[src/rtl/booth_arb_pkg.sv]
// booth_arb_pkg
//   Shared types and default sizes for the Booth multiplier arbiter.
//   state_t : arbiter FSM states (IDLE, RUN, RESP)
//   phase_t : Booth core iteration phase (ADDSUB, SHIFT)
//   DEF_WIDTH / DEF_NUM_REQ : default operand width and requester count
package booth_arb_pkg;

    typedef enum logic [1:0] {
        IDLE = 2'd0,
        RUN  = 2'd1,
        RESP = 2'd2
    } state_t;

    typedef enum logic {
        ADDSUB = 1'b0,
        SHIFT  = 1'b1
    } phase_t;

    localparam int DEF_WIDTH   = 16;
    localparam int DEF_NUM_REQ = 4;

endpackage

[src/rtl/booth_seq_core.sv]
// booth_seq_core
//   Sequential radix-2 Booth multiplier. One add/sub phase and one shift
//   phase per multiplier bit, so a product takes 2*WIDTH cycles after start.
// Ports
//   clk, rst_n : clock, asynchronous active-low reset
//   start      : load a/b and begin a new multiplication
//   a, b       : signed multiplicand / multiplier, sampled on start
//   done       : high for one cycle once the product is complete
//   product    : signed 2*WIDTH-bit product {A,Q}, valid while done is high
module booth_seq_core
    import booth_arb_pkg::*;
#(
    parameter int WIDTH = DEF_WIDTH
) (
    input  logic                 clk,
    input  logic                 rst_n,
    input  logic                 start,
    input  logic [WIDTH-1:0]     a,
    input  logic [WIDTH-1:0]     b,
    output logic                 done,
    output logic [2*WIDTH-1:0]   product
);

    localparam int CNT_W = $clog2(WIDTH + 1);

    // The accumulator carries one guard bit above WIDTH. Subtracting a
    // multiplicand of -2^(WIDTH-1) from zero would otherwise flip the sign
    // seen by the following arithmetic shift, breaking (-2^(WIDTH-1))^2.
    logic signed [WIDTH:0] acc;
    logic signed [WIDTH:0] mcand;
    logic [WIDTH-1:0]      mplier;
    logic                  q_1;
    logic [CNT_W-1:0]      count;
    phase_t                phase;
    logic                  active;

    always_ff @(posedge clk or negedge rst_n) begin
        if (!rst_n) begin
            acc    <= '0;
            mplier <= '0;
            q_1    <= 1'b0;
            count  <= '0;
            phase  <= ADDSUB;
            active <= 1'b0;
        end else if (start) begin
            acc    <= '0;
            mplier <= b;
            q_1    <= 1'b0;
            count  <= CNT_W'(WIDTH);
            phase  <= ADDSUB;
            active <= 1'b1;
        end else if (active) begin
            if (count == '0) begin
                active <= 1'b0;
            end else if (phase == ADDSUB) begin
                case ({mplier[0], q_1})
                    2'b01:   acc <= acc + mcand;
                    2'b10:   acc <= acc - mcand;
                    default: ;
                endcase
                phase <= SHIFT;
            end else begin
                {acc, mplier, q_1} <= {acc[WIDTH], acc, mplier};
                count <= count - 1'b1;
                phase <= ADDSUB;
            end
        end
    end

    // Multiplicand only matters between start and done; no reset needed.
    always_ff @(posedge clk) begin
        if (start) begin
            mcand <= {a[WIDTH-1], a};
        end
    end

    assign done    = active && (count == '0);
    assign product = {acc[WIDTH-1:0], mplier};

endmodule

[src/rtl/booth_mul_arbiter.sv]
// booth_mul_arbiter
//   Round-robin front end sharing one booth_seq_core among NUM_REQ requesters.
//   Flow: IDLE (grant + load) -> RUN (core iterates) -> RESP (hold result
//   until rsp_ready). Optional macro BOOTH_ARB_PERF_EN adds perf_ops, a
//   wrapping count of completed responses.
// Ports
//   clk, rst_n            : clock, asynchronous active-low reset
//   req_valid/req_ready   : per-requester handshake (ready one-hot or zero)
//   req_a, req_b          : packed operands, requester i at [i*WIDTH +: WIDTH]
//   rsp_valid/rsp_ready   : response handshake
//   rsp_id, rsp_product   : owner index and signed product
//   perf_ops              : completed response count (BOOTH_ARB_PERF_EN only)
//   busy                  : high whenever the FSM is not IDLE
module booth_mul_arbiter
    import booth_arb_pkg::*;
#(
    parameter int WIDTH   = DEF_WIDTH,
    parameter int NUM_REQ = DEF_NUM_REQ,
    parameter int ID_W    = 2
) (
    input  logic                     clk,
    input  logic                     rst_n,
    input  logic [NUM_REQ-1:0]       req_valid,
    output logic [NUM_REQ-1:0]       req_ready,
    input  logic [NUM_REQ*WIDTH-1:0] req_a,
    input  logic [NUM_REQ*WIDTH-1:0] req_b,
    output logic                     rsp_valid,
    input  logic                     rsp_ready,
    output logic [ID_W-1:0]          rsp_id,
    output logic [2*WIDTH-1:0]       rsp_product,
`ifdef BOOTH_ARB_PERF_EN
    output logic [31:0]              perf_ops,
`endif
    output logic                     busy
);

    state_t               state;
    state_t               state_nxt;
    logic [ID_W-1:0]      rr_ptr;
    logic [ID_W-1:0]      grant_id;
    logic [ID_W-1:0]      cand;
    logic                 grant_found;
    logic [NUM_REQ-1:0]   grant_vec;
    logic                 core_start;
    logic                 core_done;
    logic [2*WIDTH-1:0]   core_product;
    logic [WIDTH-1:0]     sel_a;
    logic [WIDTH-1:0]     sel_b;

    // Round-robin search starting just after the last granted requester.
    always_comb begin
        grant_found = 1'b0;
        grant_id    = '0;
        grant_vec   = '0;
        cand        = '0;
        for (int k = 1; k <= NUM_REQ; k++) begin
            cand = ID_W'((int'(rr_ptr) + k) % NUM_REQ);
            if (!grant_found && req_valid[cand]) begin
                grant_found     = 1'b1;
                grant_id        = cand;
                grant_vec[cand] = 1'b1;
            end
        end
    end

    assign sel_a      = req_a[grant_id*WIDTH +: WIDTH];
    assign sel_b      = req_b[grant_id*WIDTH +: WIDTH];
    assign core_start = (state == IDLE) && grant_found;

    booth_seq_core #(
        .WIDTH (WIDTH)
    ) u_core (
        .clk     (clk),
        .rst_n   (rst_n),
        .start   (core_start),
        .a       (sel_a),
        .b       (sel_b),
        .done    (core_done),
        .product (core_product)
    );

    always_ff @(posedge clk or negedge rst_n) begin
        if (!rst_n) begin
            state <= IDLE;
        end else begin
            state <= state_nxt;
        end
    end

    always_comb begin
        state_nxt = state;
        unique case (state)
            IDLE:    if (grant_found) state_nxt = RUN;
            RUN:     if (core_done)   state_nxt = RESP;
            RESP:    if (rsp_ready)   state_nxt = IDLE;
            default: state_nxt = IDLE;
        endcase
    end

    always_comb begin
        req_ready = (state == IDLE) ? grant_vec : '0;
        rsp_valid = (state == RESP);
        busy      = (state != IDLE);
    end

    always_ff @(posedge clk or negedge rst_n) begin
        if (!rst_n) begin
            rr_ptr      <= ID_W'(NUM_REQ - 1);
            rsp_id      <= '0;
            rsp_product <= '0;
        end else begin
            if (core_start) begin
                rr_ptr <= grant_id;
                rsp_id <= grant_id;
            end
            if ((state == RUN) && core_done) begin
                rsp_product <= core_product;
            end
        end
    end

`ifdef BOOTH_ARB_PERF_EN
    always_ff @(posedge clk or negedge rst_n) begin
        if (!rst_n) begin
            perf_ops <= '0;
        end else if (rsp_valid && rsp_ready) begin
            perf_ops <= perf_ops + 32'd1;
        end
    end
`endif

endmodule

[config.mk]
export PLATFORM = sky130hd
export DESIGN_NAME = booth_mul_arbiter
export DESIGN_NICKNAME = d
export VERILOG_FILES = /design/src/rtl/booth_arb_pkg.sv /design/src/rtl/booth_seq_core.sv /design/src/rtl/booth_mul_arbiter.sv
export SDC_FILE = /design/constraint.sdc
export NUM_CORES = 1
export LEC_CHECK = 0
export BUFFER_PORTS_ARGS = -buffer_cell sky130_fd_sc_hd__buf_2
export CAP_MARGIN = 5
export CORE_MARGIN = 2
export CORE_UTILIZATION = 49
export CTS_CLUSTER_SIZE = 28
export DETAILED_ROUTE_END_ITERATION = 16
export GPL_TIMING_DRIVEN = 0
export PLACE_DENSITY_LB_ADDON = 0.25
export SYNTH_ARGS = -nofsm -noshare
export SYNTH_HDL_FRONTEND = slang
export SYNTH_SLANG_ARGS = --single-unit
[constraint.sdc]
create_clock -name clk -period 7.8 [get_ports clk]
set_input_delay 1.56 -clock clk [delete_from_list [all_inputs] [get_ports clk]]
set_output_delay 1.56 -clock clk [all_outputs]
set_load 0.02 [all_outputs]
Word level (Yosys, flattened, before mapping). Index checks and enable logic that the tools add are counted.

Bits in registers: 95. Output and inout port bits: 40. Input bits: 135.

Mux-type cells: 57. Reductions and logical operators: 25. Add/sub/neg operators: 7. Magnitude comparators: 8. Bitwise gates (word level): 3. Shift operators: 2. Eq/ne operators: 9.

Operators by type and width (number): variable part select 64 x 7 -> 16 bit (2); 2-to-1 mux 17 bit (4); 2-to-1 mux 16 bit (4); one-hot mux 17 bit (2 select lines) (1); 2-to-1 mux 1 bit (23); 2-to-1 mux 4 bit (5); 2-to-1 mux 5 bit (4); adder 17 x 16 -> 17 bit (1); subtractor 17 x 16 -> 17 bit (1); 2-to-1 mux 2 bit (7); less-than comparator 2 x 3 -> 1 bit, second input constant (4); bitwise OR 4 bit (3); logical AND 1 bit (10); AND reduction 3 bit (3); binary-select mux 1 bit (select 2 bit) (4); demux 1 bit (select 2 bit) (4); >= comparator 2 x 1 -> 1 bit, second input constant (4); != test 2 bit, second input constant (4); one-hot mux 2 bit (3 select lines) (1); nonzero test 2 bit (3); zero test 5 bit (1); subtractor 5 x 1 -> 5 bit, second input constant (1); adder 2 x 1 -> 2 bit, second input constant (2); adder 2 bit, second input constant (2); 9 further kinds (13).

Longest topological paths before layout. Gate-level depths: netlist (run 1).

Depth in word-level cells: 16. Depth in mapped cells: 14. Gate-level depth less buffers: 14.

Cells and area by module. From an unflattened synthesis (run 1), not the netlist that was laid out.

Cell total of the unflattened synthesis: 667. Area total of the unflattened synthesis: 6889.1 um^2.

By module, submodules not included: booth_seq_core (cells each 418, seq. area each 1506.4 um^2, area each 3877.5 um^2, instances 1); booth_mul_arbiter (cells each 249, seq. area each 953.4 um^2, area each 3011.6 um^2, instances 1).

Worst setup path before layout (run 1). OpenSTA, ideal clock, no wires.

Path kind: input -> output. Start point: input port req_valid[2]. End point: output port req_ready[1]. Arrival time: 2988 ps. Stages on the path: 6. Buffers on the path: 1. Path slack: 3252 ps. Path through: buf_2 > mux4_2 > nand2b_2 > nor2_1 > a222oi_1 > a21oi_1.

Word-level cells in the longest chain between the ends: 13. Elaborated cells on any way between the ends: 25. Those cells by class: 16 x mux; 3 x bitwise; 6 x reduce/logical.

RTL lines: from (decl) (RTL line booth_mul_arbiter.sv:23) `input logic [NUM_REQ-1:0] req_valid,`; binary-select mux 1 bit (select 2 bit) (RTL line booth_mul_arbiter.sv:58) `if (!grant_found && req_valid[cand]) begin`; 2-to-1 mux 1 bit (implied by the code) (RTL line booth_mul_arbiter.sv:58); 2-to-1 mux 1 bit (RTL line booth_mul_arbiter.sv:58); zero test 1 bit (RTL line booth_mul_arbiter.sv:58); logical AND 1 bit (RTL line booth_mul_arbiter.sv:58); 2-to-1 mux 1 bit (RTL line booth_mul_arbiter.sv:58); zero test 1 bit (RTL line booth_mul_arbiter.sv:58); logical AND 1 bit (RTL line booth_mul_arbiter.sv:58); 2-to-1 mux 1 bit (RTL line booth_mul_arbiter.sv:58); zero test 1 bit (RTL line booth_mul_arbiter.sv:58); logical AND 1 bit (RTL line booth_mul_arbiter.sv:58); 2-to-1 mux 4 bit * (RTL line booth_mul_arbiter.sv:58); 2-to-1 mux 4 bit * (RTL line booth_mul_arbiter.sv:101) `req_ready = (state == IDLE) ? grant_vec : '0;`; to (decl) (RTL line booth_mul_arbiter.sv:24) `output logic [NUM_REQ-1:0] req_ready,`.

Every way passes the cells marked *; elsewhere a longest branch is shown, timed or not. The select of a mux whose other input is x is not followed.

Worst setup path after layout (run 1).
Start point: register rr_ptr[1]. End point: output port req_ready[2].

Word-level cells in the longest chain between the ends: 14. Elaborated cells on any way between the ends: 49. Those cells by class: 4 x add/sub; 8 x order compare; 24 x mux; 3 x bitwise; 10 x reduce/logical.

RTL lines: from (decl) (RTL line booth_mul_arbiter.sv:39) `logic [ID_W-1:0] rr_ptr;`; from (signal assigned) (RTL line booth_mul_arbiter.sv:108) `rr_ptr <= ID_W'(NUM_REQ - 1);`; from (signal assigned) (RTL line booth_mul_arbiter.sv:113) `rr_ptr <= grant_id;`; branches (longest 12 deep; another with less-than comparator 2 x 3 -> 1 bit); 2-to-1 mux 4 bit * (RTL line booth_mul_arbiter.sv:58); 2-to-1 mux 4 bit * (RTL line booth_mul_arbiter.sv:101).

Every way passes the cells marked *. The select of a mux whose other input is x is not followed.

==> results of run 1 <==
power breakdown:
group / internal (mW) / total [mW] / switching (mW)
registers: 0.785 / 0.974 / 0.189
logic: 1.27 / 2.85 / 1.58
clock network: 0.283 / 0.478 / 0.194
cells by family after synthesis:
family          Yosys count  synth area share
xor+xnor                 30            0.0416
flops                    95             0.390
fa+ha+maj                28            0.0567
compound gates          130             0.140
mux                     135             0.226
buf+inv                  53            0.0448
simple gates            126             0.100
stage by stage:
stage / instance area (sq um) / total power, mW
2_1_floorplan: 6310 / 3.14
3_3_place_gp: 7390 / 3.72
3_5_place_dp: 7420 / 3.82
4_1_cts: 7750 / 4.31
5_1_grt: 7750 / 4.64
6_report: 7750 / 4.31
worst paths after layout:
check | from | to | slack [ns] | cells after the start
max in group asynchronous | rst_n | u_core.mplier[2] | 6.12 | 2
min in group asynchronous | rst_n | rsp_product[10] | 1.11 | 1
hold / removal | rsp_product[16] | rsp_product[16] | 0.48 | 2
setup / recovery | rr_ptr[1] | req_ready[2] | 3.09 | 10
setup reg to reg | u_core.mcand[3] | u_core.acc[16] | 3.98 | 14
hold reg to reg | rsp_product[16] | rsp_product[16] | 0.48 | 2
state kept, by name, summed over array words and instances, names as in the netlist:
register,flops
u_core.active,1
rsp_id,2
u_core.phase,1
u_core.mcand,16
rsp_product,32
u_core.q_1,1
u_core.mplier,16
rr_ptr,2
u_core.count,5
u_core.acc,17
state,2
layout make-up:
type / instances / share of cell area
well taps: 172 / 0.0278
repair buffers: 174 / 0.116
multi-input cells: 449 / 0.461
inverters: 13 / 0.00630
plain buffers: 40 / 0.0302
flip-flops and latches: 95 / 0.318
clock inverters: 6 / 0.0121
clock buffers: 10 / 0.0296
cells in the final DEF (no fill, tap or decap), types with 4 or more instances in the layout:
cell type / instances
xnor2_1: 19
clkbuf_1: 24
buf_4: 5
mux2_2: 32
buf_6: 7
nor3b_1: 4
edfxtp_1: 16
nor2_1: 38
ha_1: 27
o31ai_1: 7
o211ai_1: 4
nand3_1: 6
nor2b_1: 4
mux2i_1: 100
nand2_1: 29
clkbuf_16: 9
xor2_1: 11
o21ai_0: 24
nor4_1: 4
dfrtp_1: 77
buf_2: 176
a21o_1: 4
a211oi_1: 8
inv_1: 13
nand4_1: 4
nor3_1: 11
a222oi_1: 20
a21oi_1: 35
nand2b_1: 9
o21a_1: 6
critical path: cells and delay by family (launching register included):
kind / cells / cell delay [ns]
mux: 1 / 0.50
buf+inv: 4 / 0.76
compound gates: 2 / 0.46
flops: 1 / 0.57
fa+ha+maj: 1 / 0.32
simple gates: 2 / 0.18
synthesized netlist by cell type (all sizes together) (3+ instances only):
| cell | instances |
|---|---|
| nor2b | 5 |
| nand3 | 6 |
| buf | 17 |
| nand2 | 29 |
| clkbuf | 23 |
| mux4 | 3 |
| a21oi | 36 |
| nor3 | 11 |
| xnor2 | 19 |
| o211ai | 4 |
| mux2i | 100 |
| a21o | 4 |
| nor4 | 4 |
| dfrtp | 77 |
| nand2b | 10 |
| inv | 13 |
| edfxtp | 16 |
| ha | 27 |
| a211oi | 8 |
| o21a | 6 |
| o31ai | 7 |
| o21ai | 26 |
| o22ai | 3 |
| nor3b | 4 |
| nand4 | 4 |
| a222oi | 20 |
| nor2 | 38 |
| mux2 | 32 |
| xor2 | 11 |
routing by layer:
metal / GRT usage / vias up / wire [microns]
met1: 0.295 / 2660 / 7040
met4: 0.0813 / 0 / 331
li1: - / 2606 / -
met2: 0.384 / 180 / 7650
met3: 0.0325 / 25 / 755
met5: 0 / - / 0
==> results.py, run 1 <==
metrics = {
    "sta": {
        "setup_viol": 0,
        "skew_ns": 0.0102,
        "hold_violations": 0,
        "tightestPinTransition_ns": 1.25,
        "rsz0062_at_grt": "false",
        "fmax_mhz": 212,
        "final-max-slew-violation-count": 0,
        "worst_slack_ns": 3.09,
        "holdWs_ns": 0.480,
        "fin_tns_setup_ns": 0,
        "min_period_ns": 4.71,
        "max-slew-margin-rel": 0.163,
        "min_period_over_period": 0.604,
    },
    "clock_tree": {
        "cts_sinks": 95,
        "clkTransAtPathRegs_ns": 0.07,
        "cts_root_buf": "clkbuf_16",
        "ctsResizeCount": 0,
        "cts_tree": "yes",
        "post-cts-setup-buffer-count": 0,
        "cts_hold_buf": 0,
        "clockBufferDepth": 2,
        "ctsHtreeMaxLevel": 3,
        "clk_latency_ns": 0.35,
        "tritoncts.num_buffers": 9,
    },
    "detailed_routing": {
        "drt_first_iter_violations": 294,
        "wire_per_inst_microns": 16.5,
        "drcViolationCount": 0,
        "via_count": 5471,
        "wl_mm": 15.8,
        "final_antenna_net_count": 0,
        "via_per_inst": 5.70,
        "drt_first_pass_iters": 5,
    },
    "finish": {
        "nets": 945,
        "stdcell_count": 959,
        "seq_area_sq_mm": 0.00246,
        "nFillCells": 1081,
        "multi_input_area_sq_mm": 0.00357,
        "layout-drive-gt1-share": 0.316,
        "synthToLayoutAreaGrowth_pct": 22.7,
        "final_util": 0.614,
        "diodes": 0,
    },
    "placed_design": {
        "gp_congestion": 0.828,
        "dp_cells": 943,
        "dpl.hpwl_mm": 12.3,
        "numPortBuffers": 173,
        "pre_cts_ws_ns": 3.17,
    },
    "synth": {
        "yosys_register_bits": 95,
        "synth.net_count": 760,
        "synth_cell_types": 62,
        "netlist_area_sq_mm": 0.00631,
        "synth-async-reset-ratio": 0.832,
        "synth_flop_cell": "dfrtp_1",
        "synth_edf_count": 16,
        "synthTopCellsByArea": "dfrtp_1, mux2i_1, edfxtp_1",
        "syn_avg_cell_area_sq_um": 10.6,
        "postSynthCellCount": 597,
        "yosysTopAreaCell": "dfrtp_1",
        "ys_seq_area_frac": 0.390,
        "synth_warnings": 0,
        "synth_top_area_share": 0.305,
    },
    "worst_setup_path": {
        "critPathArrivalTime_ns": 3.15,
        "required_ns": 6.24,
        "crit_chain": "clkbuf_1, inv_1, ha_1, buf_6, mux4_2, nand2b_2, nor2_1, a222oi_1, a21oi_1, buf_2",
        "crit_path_start_kind": "flop",
        "critPathKind": "flop to output pin",
        "path_max_fanout": 8,
        "end_kind": "output pin",
        "cpPeakStageDelay_ns": 0.57,
        "cpMaxStageDelayCell": "dfstp_2",
    },
    "global_route": {
        "grt_start_max_net_pins": 55,
        "grt_pass1_wl_mm": 25.5,
        "grt_usage": 0.226,
        "grt_overflow_total": 0,
        "antenna_found_initial": 0,
        "grt_pass1_vias": 5347,
    },
    "floorplan": {
        "ios": 175,
        "initial_utilization": 0.500,
        "die-area_sq_mm": 0.0138,
        "dieHeight_microns": 118,
        "coreArea_sq_mm": 0.0126,
        "die_w_microns": 118,
        "num_rows": 41,
    },
    "power": {
        "powerDensity_mw_per_mm2": 556,
        "power.leakage_nw": 3.76,
        "vdd_drop_max_mv": 0.246,
    },
    "flow_run": {
        "max_cap_violations": 0,
    },
    "outcome": {
        "outcome": "finished, final reports clean",
    },
    "min_path": {
        "hold_path_class": "flop to flop",
    },
}
Power figures use the tool's default switching activity.
==> run 2: changes to the inputs <==
Settings changed: ABC_AREA set to 1.
Clock period 7.8 ns to 4.3 ns, I/O delays scaled along.
==> run 2 against run 1 <==
  * Sequential cell count unchanged
  * Critical path depth up 3
  * Clock-buffer cell count up 1
  * Design area up 8.5%
  * Synthesized area up 9.8%
  * Worst setup slack worse by 2.4 ns
  * Register-to-register slack worse by 2.9 ns
  * Global-route usage up 3.1 points
  * Non-clock buffer count unchanged
  * Clock skew down 0.0025 ns
==> results.py, run 2 <==
metrics = {
    "outcome": {
        "outcome": "finished, final reports clean",
    },
    "finish": {
        "synthToLayoutAreaGrowth_pct": 21.3,
        "largest_register_ffs": 32,
        "design_area_sq_mm": 0.00841,
        "reg_top3": "rsp_product (32), u_core.acc (17)",
        "nets": 1338,
        "layout-drive-gt1-share": 0.218,
        "final_common_cell": "nand2_1",
        "regMostFlops": "rsp_product",
        "mostFrequentLayoutCells": "nand2_1, buf_2, inv_1",
        "nFillCells": 1351,
        "diodes": 0,
    },
    "clock_tree": {
        "post-cts-setup-buffer-count": 0,
        "cts_tree": "yes",
        "cts_sinks": 95,
        "tritoncts.num_buffers": 9,
        "ctsHtreeMaxLevel": 3,
        "cts_hold_buf": 0,
        "cts_root_buf": "clkbuf_16",
        "clkTransAtPathRegs_ns": 0.07,
        "ctsResizeCount": 0,
        "clockBufferDepth": 2,
        "clk_latency_ns": 0.34,
    },
    "sta": {
        "fmax_mhz": 278,
        "min_period_ns": 3.59,
        "setup_viol": 0,
        "rsz0062_at_grt": "false",
        "final-max-slew-violation-count": 0,
        "fin_tns_setup_ns": 0,
        "max-slew-margin-rel": 0.624,
        "skew_ns": 0.00774,
        "min_period_over_period": 0.836,
        "hold_violations": 0,
        "tightestPinTransition_ns": 0.563,
    },
    "detailed_routing": {
        "final_antenna_net_count": 0,
        "wire_per_inst_microns": 14.1,
        "via_per_inst": 5.16,
        "drt_first_pass_iters": 5,
        "via_count": 7022,
        "drt_first_iter_violations": 527,
        "wl_mm": 19.2,
        "drcViolationCount": 0,
    },
    "floorplan": {
        "die-area_sq_mm": 0.0151,
        "coreArea_sq_mm": 0.0138,
        "dieHeight_microns": 123,
        "initial_utilization": 0.501,
        "die_w_microns": 123,
        "num_rows": 43,
        "ios": 175,
    },
    "global_route": {
        "grt_pass1_wl_mm": 30.9,
        "grt_pass1_vias": 6488,
        "antenna_found_initial": 0,
        "grt_usage": 0.257,
        "grt_overflow_total": 0,
        "grt_start_max_net_pins": 68,
    },
    "synth": {
        "synth.net_count": 1152,
        "synth_cell_types": 46,
        "synthTopCellsByArea": "dfrtp_1, nand2_1, inv_1",
        "netlist_top_cells_count": "nand2_1, inv_1, nand3_1",
        "netlist_area_sq_mm": 0.00693,
        "synth_warnings": 0,
        "synth_flop_cell": "dfrtp_1",
        "synth_top_area_share": 0.278,
        "yosys_register_bits": 95,
        "synth.most_common_cell": "nand2_1",
        "synth_edf_count": 16,
        "ys_seq_area_frac": 0.355,
        "postSynthCellCount": 989,
        "syn_avg_cell_area_sq_um": 7.01,
        "yosysTopAreaCell": "dfrtp_1",
        "synth-async-reset-ratio": 0.832,
    },
    "flow_run": {
        "max_cap_violations": 0,
    },
    "worst_setup_path": {
        "cpPeakStageDelay_ns": 0.62,
        "critPathKind": "flop to output pin",
        "critPathArrivalTime_ns": 2.73,
        "required_ns": 3.44,
        "cpMaxStageDelayCell": "dfstp_2",
        "cp_common_cell": "inv_1",
        "path_max_fanout": 9,
        "crit_buf_inv": 5,
        "worst_path_dominant_cell_family": "buffers and inverters",
        "crit_path_start_kind": "flop",
        "crit_chain": "bufinv_8, ha_1, inv_1, nand3_1, nand2_2, inv_1, nand2_2, inv_1, a22oi_1, o21ai_0, a21oi_1, nor2_1, buf_2",
        "end_kind": "output pin",
    },
    "min_path": {
        "hold_path_class": "input port to async pin",
    },
    "placed_design": {
        "numPortBuffers": 174,
        "dpl_cell_area_sq_mm": 0.00806,
        "gp_congestion": 0.941,
        "dpl.hpwl_mm": 15.1,
    },
}
## run 2: area by class of cell
type	count	area [sq um]	area share
well taps	180	225	0.0268
flip-flops and latches	95	2460	0.293
multi-input cells	684	3560	0.424
plain buffers	39	243	0.0289
inverters	171	666	0.0792
clock buffers	11	264	0.0314
repair buffers	175	901	0.107
clock inverters	5	85.1	0.0101
## run 2: kinds of logic (layout without fill, tap and decap cells)
family | count (synthesis) | in the layout | synth area share
xor+xnor | 24 | 24 | 0.0303
mux | 5 | 5 | 0.00812
compound gates | 187 | 187 | 0.147
buf+inv | 210 | 401 | 0.131
fa+ha+maj | 28 | 28 | 0.0516
simple gates | 440 | 440 | 0.277
flops | 95 | 95 | 0.355
## run 2: worst paths after layout
check / startpoint / to / slack [ns] / cells after the start
max: rr_ptr[1] / req_ready[1] / 0.71 / 13
min: rst_n / rsp_product[24] / 0.37 / 1
max reg2reg: u_core.mcand[0] / u_core.acc[16] / 1.10 / 18
min reg2reg: u_core.mplier[5] / u_core.mplier[5] / 0.48 / 2
max in group asynchronous: rst_n / rr_ptr[0] / 3.32 / 2
min in group clk: u_core.mplier[5] / u_core.mplier[5] / 0.48 / 2
## run 2: worst register-to-register path, delay by kind of cell, from the launching register on
| family | cells | cell delay [ns] |
|---|---|---|
| xor gates and xnor gates | 1 | 0.25 |
| adders and majority gates | 2 | 0.54 |
| DFF | 1 | 0.42 |
| and+or+nand+nor | 10 | 1.17 |
| buffers and inverters | 1 | 0.12 |
| AOI/OAI and AO/OA | 4 | 0.59 |
## run 2: layer usage
| metal | vias to the layer above | wire [microns] | global-route usage | part of all wire |
|---|---|---|---|---|
| met1 | 3204 | 8950 | 0.376 | 0.47 |
| met5 | - | 0 | 0 | 0 |
| li1 | 3558 | - | - | - |
| met4 | 0 | 342 | 0.0575 | 0.018 |
| met2 | 238 | 8830 | 0.413 | 0.46 |
| met3 | 22 | 1110 | 0.0249 | 0.058 |
## run 2: per-stage QoR
step,setup slack (ns),util,hold slack [ns],cells
5_1_grt,0.498,0.608,0.369,1360
4_1_cts,0.716,0.608,0.366,1360
2_1_floorplan,1.45,-,0.449,989
3_3_place_gp,1.12,0.581,0.462,1343
6_report,0.706,0.608,0.366,1360
3_5_place_dp,1.10,0.583,0.465,1344
Power of run 2 is left out: the tool's default activity adds up to more than one toggle a clock period on the data nets, which glitch-free logic cannot reach.
